<file path="src/rtl/tube_bus_arbiter_pkg.sv">
// Shared encodings for the tube bus arbiter: FSM states, requester ids, default tube base.
// Pure definitions; no timing or flow-control behaviour of its own.
package tube_bus_arbiter_pkg;

    typedef enum logic [1:0] {
        ST_IDLE   = 2'd0,
        ST_ACCESS = 2'd1,
        ST_RESP   = 2'd2
    } state_e;

    localparam logic ID_CPU = 1'b0;
    localparam logic ID_DBG = 1'b1;

    localparam logic [31:0] TUBE_BASE_DEFAULT = 32'h0000_7F50;

endpackage

</file>
<file path="src/rtl/rr_arb2.sv">
// Two-way round-robin picker: on a tie, grants whichever requester was not granted last.
// Purely combinational, zero latency; holds no state and applies no backpressure.
module rr_arb2
    import tube_bus_arbiter_pkg::*;
(
    input  logic [1:0] req_i,
    input  logic       last_grant_i,
    output logic       gnt_id_o,
    output logic       gnt_valid_o
);

    always_comb begin
        gnt_valid_o = |req_i;
        gnt_id_o    = ID_CPU;
        if (&req_i) begin
            gnt_id_o = ~last_grant_i;
        end else if (req_i[ID_DBG]) begin
            gnt_id_o = ID_DBG;
        end
    end

endmodule

</file>
<file path="src/rtl/tube_bus_arbiter.sv">
// Shares the tube sign/num register pair between the CPU bridge and the debug loader.
// Grant at IDLE edge, one device cycle, ack one cycle later; requests wait until the FSM is back in IDLE.
module tube_bus_arbiter
    import tube_bus_arbiter_pkg::*;
#(
    parameter logic [31:0] BASE_ADDR = TUBE_BASE_DEFAULT,
    parameter int unsigned ADDR_SPAN = 8
) (
    input  logic        clk,
    input  logic        reset_n,
    input  logic        cpu_req,
    input  logic        cpu_we,
    input  logic [31:0] cpu_addr,
    input  logic [3:0]  cpu_byteen,
    input  logic [31:0] cpu_wdata,
    output logic        cpu_ack,
    output logic [31:0] cpu_rdata,
    input  logic        dbg_req,
    input  logic        dbg_we,
    input  logic [31:0] dbg_addr,
    input  logic [3:0]  dbg_byteen,
    input  logic [31:0] dbg_wdata,
    output logic        dbg_ack,
    output logic [31:0] dbg_rdata,
    output logic [31:0] dev_addr,
    output logic        dev_we,
    output logic [3:0]  dev_byteen,
    output logic [31:0] dev_wd,
    input  logic [31:0] dev_rd,
    output logic        busy,
    output logic        addr_err
);

    state_e      state_q, state_d;
    logic        last_grant_q;
    logic        gnt_q;
    logic        we_q;
    logic [31:0] addr_q;
    logic [3:0]  be_q;
    logic [31:0] wd_q;
    logic [31:0] rdata_q;
    logic        gnt_id;
    logic        gnt_valid;
    logic        in_range;

    rr_arb2 u_rr_arb2 (
        .req_i        ({dbg_req, cpu_req}),
        .last_grant_i (last_grant_q),
        .gnt_id_o     (gnt_id),
        .gnt_valid_o  (gnt_valid)
    );

    // Upper bound done in 33 bits so a base near the top of the map cannot wrap.
    assign in_range = (addr_q >= BASE_ADDR) &&
                      ({1'b0, addr_q} < ({1'b0, BASE_ADDR} + 33'(ADDR_SPAN)));

    always_comb begin
        state_d = state_q;
        case (state_q)
            ST_IDLE:   if (gnt_valid) state_d = ST_ACCESS;
            ST_ACCESS: state_d = ST_RESP;
            default:   state_d = ST_IDLE;
        endcase
    end

    always_ff @(posedge clk or negedge reset_n) begin
        if (!reset_n) begin
            state_q      <= ST_IDLE;
            last_grant_q <= ID_DBG;
            gnt_q        <= ID_CPU;
            we_q         <= 1'b0;
            addr_q       <= '0;
            be_q         <= '0;
            wd_q         <= '0;
            rdata_q      <= '0;
        end else begin
            state_q <= state_d;
            if (state_q == ST_IDLE && gnt_valid) begin
                gnt_q        <= gnt_id;
                last_grant_q <= gnt_id;
                if (gnt_id == ID_DBG) begin
                    we_q   <= dbg_we;
                    addr_q <= dbg_addr;
                    be_q   <= dbg_byteen;
                    wd_q   <= dbg_wdata;
                end else begin
                    we_q   <= cpu_we;
                    addr_q <= cpu_addr;
                    be_q   <= cpu_byteen;
                    wd_q   <= cpu_wdata;
                end
            end
            if (state_q == ST_ACCESS) begin
                rdata_q <= in_range ? dev_rd : '0;
            end
        end
    end

    // Device bus follows the latches directly, so it only moves on a new grant.
    assign dev_addr   = addr_q;
    assign dev_byteen = be_q;
    assign dev_wd     = wd_q;
    assign dev_we     = (state_q == ST_ACCESS) && we_q && in_range;

    assign busy      = (state_q != ST_IDLE);
    assign cpu_ack   = (state_q == ST_RESP) && (gnt_q == ID_CPU);
    assign dbg_ack   = (state_q == ST_RESP) && (gnt_q == ID_DBG);
    assign cpu_rdata = cpu_ack ? rdata_q : '0;
    assign dbg_rdata = dbg_ack ? rdata_q : '0;
    assign addr_err  = (state_q == ST_RESP) && !in_range;

endmodule

</file>
<file path="config.mk">
export PLATFORM = sky130hd
export DESIGN_NAME = tube_bus_arbiter
export DESIGN_NICKNAME = d
export VERILOG_FILES = /design/src/rtl/tube_bus_arbiter_pkg.sv /design/src/rtl/rr_arb2.sv /design/src/rtl/tube_bus_arbiter.sv
export SDC_FILE = /design/constraint.sdc
export NUM_CORES = 1
export LEC_CHECK = 0
export CORE_MARGIN = 2
export CORE_UTILIZATION = 39
export CTS_CLUSTER_DIAMETER = 150
export CTS_CLUSTER_SIZE = 30
export DETAILED_ROUTE_END_ITERATION = 8
export PLACE_DENSITY = 0.85
export RECOVER_POWER = 25
export SLEW_MARGIN = 20
export SYNTH_ARGS = -nofsm -noshare
export SYNTH_HDL_FRONTEND = slang
export SYNTH_SLANG_ARGS = --single-unit
</file>
<file path="constraint.sdc">
create_clock -name clk -period 2.2 [get_ports clk]
set_input_delay 0.55 -clock clk [delete_from_list [all_inputs] [get_ports clk]]
set_output_delay 0.55 -clock clk [all_outputs]
set_load 0.005 [all_outputs]
</file>
# Word-level counts from Yosys, hierarchy flattened
# Index checks and enable logic that the tools add are counted.
# classes
n_reduce_logical,12
bitwise_logic,2
n_shift,0
order_cmp,2
mul,0
eq_ne,3
muxes,11
n_addsub,0
div,0
# ops
operator,n
32-bit 2-to-1 mux,5
"32-bit by 15-bit greater-or-equal comparator with 1-bit output, second input constant",1
"32-bit by 15-bit < comparator with 1-bit output, second input constant",1
1-bit logical AND,7
4-bit 2-to-1 mux,1
2-bit one-hot mux with 2 select lines,1
1-bit 2-to-1 mux,3
"2-bit by 1-bit equality test with 1-bit output, second input constant",1
"2-bit equality test, second input constant",1
2-bit zero test,1
2-bit 2-to-1 mux,1
"2-bit != test, second input constant",1
1-bit inverter,2
2-bit AND reduction,1
2-bit nonzero test,1
2-bit OR reduction,1
1-bit zero test,1
# word_totals
latchBits,0
elab_cells,38
output_inout_bits,137
ram_bits,0
in_bits,174
ff_bits,105
mem_count,0
rom_bits,0

# Longest topological paths before layout
# logic_depth
depth_word,4
mapped_depth,6

# Modules after synthesis
# A second synthesis with hierarchy kept.
# hier_totals
hier_cells,541
area_unflattened_um2,5327.6
# modules_own_cells
mod,instances,area_each_um2,cells_each
tube_bus_arbiter,1,5313.8,539
rr_arb2,1,13.8,2

# Worst setup path before layout
# OpenSTA, ideal clock, no wires.
# synth_timing
path_type,reg2out
from,"register addr_q[31], in the netlist dev_addr[31]"
to,output dev_we
t_arrival_ns,1.366
n_path_buf,1
path_slack_ns,0.284
stages_incl_launch_ff,5
t_required_ns,1.650
path_cell_list,dfrtp_1 nor4_1 nand4_2 buf_6 nor3_1
# synth_between
elab_chain_cells,3
word_cells_on_any_way,4
classes_between,order compare (2); reduce/logical (2)
# synth_rtl
item,line_no,text
"start, declared",tube_bus_arbiter.sv:38,logic [31:0] addr_q;
"start signal, assigned",tube_bus_arbiter.sv:83,addr_q <= dbg_addr;
"start signal, assigned",tube_bus_arbiter.sv:88,addr_q <= cpu_addr;
32-bit by 15-bit greater-or-equal comparator with 1-bit output or 32-bit by 15-bit < comparator with 1-bit output (tied branches),"tube_bus_arbiter.sv:54, tube_bus_arbiter.sv:55",
1-bit logical AND (*),tube_bus_arbiter.sv:54,assign in_range = (addr_q >= BASE_ADDR) &&
1-bit logical AND (*),tube_bus_arbiter.sv:103,assign dev_we = (state_q == ST_ACCESS) && we_q && in_range;
"end, declared",tube_bus_arbiter.sv:26,"output logic dev_we,"
# Every way passes the cells marked *; elsewhere a longest branch is shown, timed or not.

# Worst setup path in the final report
# layout_timing
from,"register addr_q[16], in the netlist dev_addr[16]"
to,output addr_err
# layout_between
elab_chain_cells,4
word_cells_on_any_way,5
classes_between,order compare (2); reduce/logical (3)
# layout_rtl
item,line_no,text
32-bit by 15-bit greater-or-equal comparator with 1-bit output or 32-bit by 15-bit < comparator with 1-bit output (tied branches),"tube_bus_arbiter.sv:54, tube_bus_arbiter.sv:55",
1-bit logical AND (*),tube_bus_arbiter.sv:54,
1-bit zero test (*),tube_bus_arbiter.sv:110,assign addr_err = (state_q == ST_RESP) && !in_range;
1-bit logical AND (*),tube_bus_arbiter.sv:110,
"end, declared",tube_bus_arbiter.sv:31,output logic addr_err
# Marked as above.

==> metrics <==
warnings from Yosys=0; Most common cell on crit path=buf_6; initial DRC count=229; fin nets=980; WP data arrival=1680 ps; Filler cells=1,021; Setup crit end kind=output port; commonest non-fill, non-tap cell in the layout=clkdlybuf4s50_1; post-synth top area share=0.467; Peak VDD IR=0.000606 V; worst hold path type=reg -> reg; vias=4,914; Site Rows=43; CTS sink cnt=105; Leak=0.00413 uW; Worst Skew=8.30 ps; total wire length=18,400 um; crit path max-delay cell type=dfrtp_1; pin count of the biggest net entering global routing=106; post-route setup TNS=-157 ps; internal power=6460 uW; met1 WL=6770 um; CTS Buf Count=9; wire per inst=18.7 um; DRC=0; Final WS setup=-34.6 ps; Synth Register Bits=105; sw frac=0.307; Final Max Tran Viols=0; post-route minimum period=2230 ps; worst skew pair latency=340 ps; H-tree Lvls=3; fmax=0.448 GHz; Tot Pwr=9320 uW; period utilization=1.02; Final Hold Fails=0; Setup Slack @ Placement=-207 ps; Cell Area, Synth=0.00557 mm2; Synth Area per Inst=12.1 um2; multi-input combinational cell area=0.00288 mm2; met2 wire length=9700 um; FF/Latch Area=0.00263 mm2; Worst Path Required=1650 ps; Net Switching=2870 uW; most frequent cells in the layout=clkdlybuf4s50_1, mux2_2, dfrtp_1; RSZ-0062 raised after global routing=true; relative slew slack=0.0138; failing checks=negative setup slack; Max Cap Violations=0; top cells by area, synth=dfrtp_1, mux2_2, and2_1, o31ai_2, nand2_1; GRT Total Usage=0.242; Mapped Cells=461; crit-path cells=and4bb_2 -> nand4_1 -> buf_6 -> o21ba_4 -> buf_6; synth unique cells=27; Max clock buf depth=2; CP startpoint kind=flop; vias in the first global route=5,333; kind of critical path=reg -> out; post-route ant nets=0; antenna cells=0; Die Footprint=0.0153 mm2; CTS clk-pin slew, worst paths=60 ps; chip height=124 um; Buffers on Ports=310; first-pass GRT wire length=27,900 um; CP max FO=4; Die Span X=124 um; TritonCTS clock tree=done; drt pass-1 iters=4; initial core utilization=0.400; post-synthesis sequential area ratio=0.472; Final Setup Violations=11; routed length on met3=1280 um; Post-synth EDFFs=0; PD cells=979 mW/mm2; ys flop type=dfrtp_1; Buf/Inv on CP=2; CTS Root Cell=clkbuf_16; worst-margin pin slew=1480 ps; routability cong.=0.840; Ports=311; top layer in use=met4; syn_nets=635; Layout Area Growth over Synthesis=70.9%; layout cells sized above 1=0.403; Core Footprint=0.0139 mm2; Clock Power Share=0.156; status=complete, but fails checks; biggest area consumer among synthesized cells=dfrtp_1; fraction of registers with async set/reset=1.00; Crit path max-delay family=simple AND/OR/NAND/NOR gates; total global routing overflow=0; Max stage delay on crit path=380 ps; initial antenna violation count=0; Vias/cell=4.97; Logic pwr share=0.513; final core utilization=0.684; Post-DP HPWL=13,200 um; Seq pwr share=0.331
final timing paths:
check | endpoint | slack, ps | from | depth (start not counted)
min | rdata_q[28] | 490 | rdata_q[28] | 2
max reg2reg | dev_wd[5] | 280 | state_q[0] | 6
min reg2reg | rdata_q[28] | 490 | rdata_q[28] | 2
min in group asynchronous | dev_byteen[1] | 640 | reset_n | 2
max in group asynchronous | dev_addr[30] | 570 | reset_n | 2
max | addr_err | -30 | dev_addr[16] | 5
cell usage after synthesis, types with 2 or more instances:
| master | instances |
|---|---|
| and2_1 | 64 |
| mux2_1 | 2 |
| o31ai_1 | 4 |
| dfrtp_1 | 104 |
| buf_4 | 7 |
| clkbuf_1 | 12 |
| and4b_1 | 2 |
| buf_2 | 11 |
| mux2_2 | 138 |
| buf_6 | 3 |
| nand2b_1 | 2 |
| nand2_1 | 65 |
| nor2_1 | 4 |
| o31ai_2 | 28 |
| nor4_1 | 3 |
worst register-to-register path: stages, from the launching register on:
cell and delay, ps:
dfrtp_1 390, buf_4 140, buf_4 120, or2_2 320, nor2_4 210, buf_4 260
mux2_2 360
state kept, by name, summed over array words and instances (netlist names):
name,cells
dev_byteen,4
we_q,1
gnt_q,1
dev_addr,32
last_grant_q,1
dev_wd,32
rdata_q,32
state_q,2
kinds of logic after synthesis:
family,Yosys count,share of synthesized area
AOI/OAI and AO/OA,34,0.0721
and+or+nand+nor,147,0.139
DFF,105,0.472
buffers and inverters,35,0.0348
muxes,140,0.283
metal layers:
| layer | track usage | vias to the layer above |
|---|---|---|
| met1 | 0.276 | 2359 |
| li1 | - | 2285 |
| met4 | 0.113 | 0 |
| met5 | 0 | - |
| met2 | 0.426 | 217 |
| met3 | 0.0558 | 53 |
metrics by stage:
step	std cells	hold WS [ps]	area (um2)
6_report	988	493	9530
5_1_grt	988	518	9530
4_1_cts	983	309	9510
3_5_place_dp	955	482	9070
3_3_place_gp	955	475	9070
2_1_floorplan	461	254	5570
what timing repair did:
item,4_1_cts,5_1_grt
gates cloned,4,1
setup endpoints to repair,68,48
gates resized for setup,180,97
hold buffers,0,0
pin swaps,9,8
buffers inserted,11,8
power by group through the flow:
stage | Clock, uW | Combinational, uW | Sequential (uW)
after floorplan | 0 | 1810 | 3090
after global placement | 0 | 4310 | 3040
after detailed placement | 0 | 4430 | 3080
after CTS | 1480 | 4820 | 3080
after global routing | 1570 | 5090 | 3170
final | 1450 | 4780 | 3090
area by class of cell:
| cell class | count | area share |
|---|---|---|
| inverters | 2 | 0.000788 |
| clock inverters | 1 | 0.000525 |
| clock buffers | 12 | 0.0259 |
| multi-input cells | 321 | 0.302 |
| flip-flops and latches | 105 | 0.276 |
| repair buffers | 367 | 0.371 |
| well taps | 180 | 0.0236 |
Note: power is estimated with default switching activity, not from simulation.
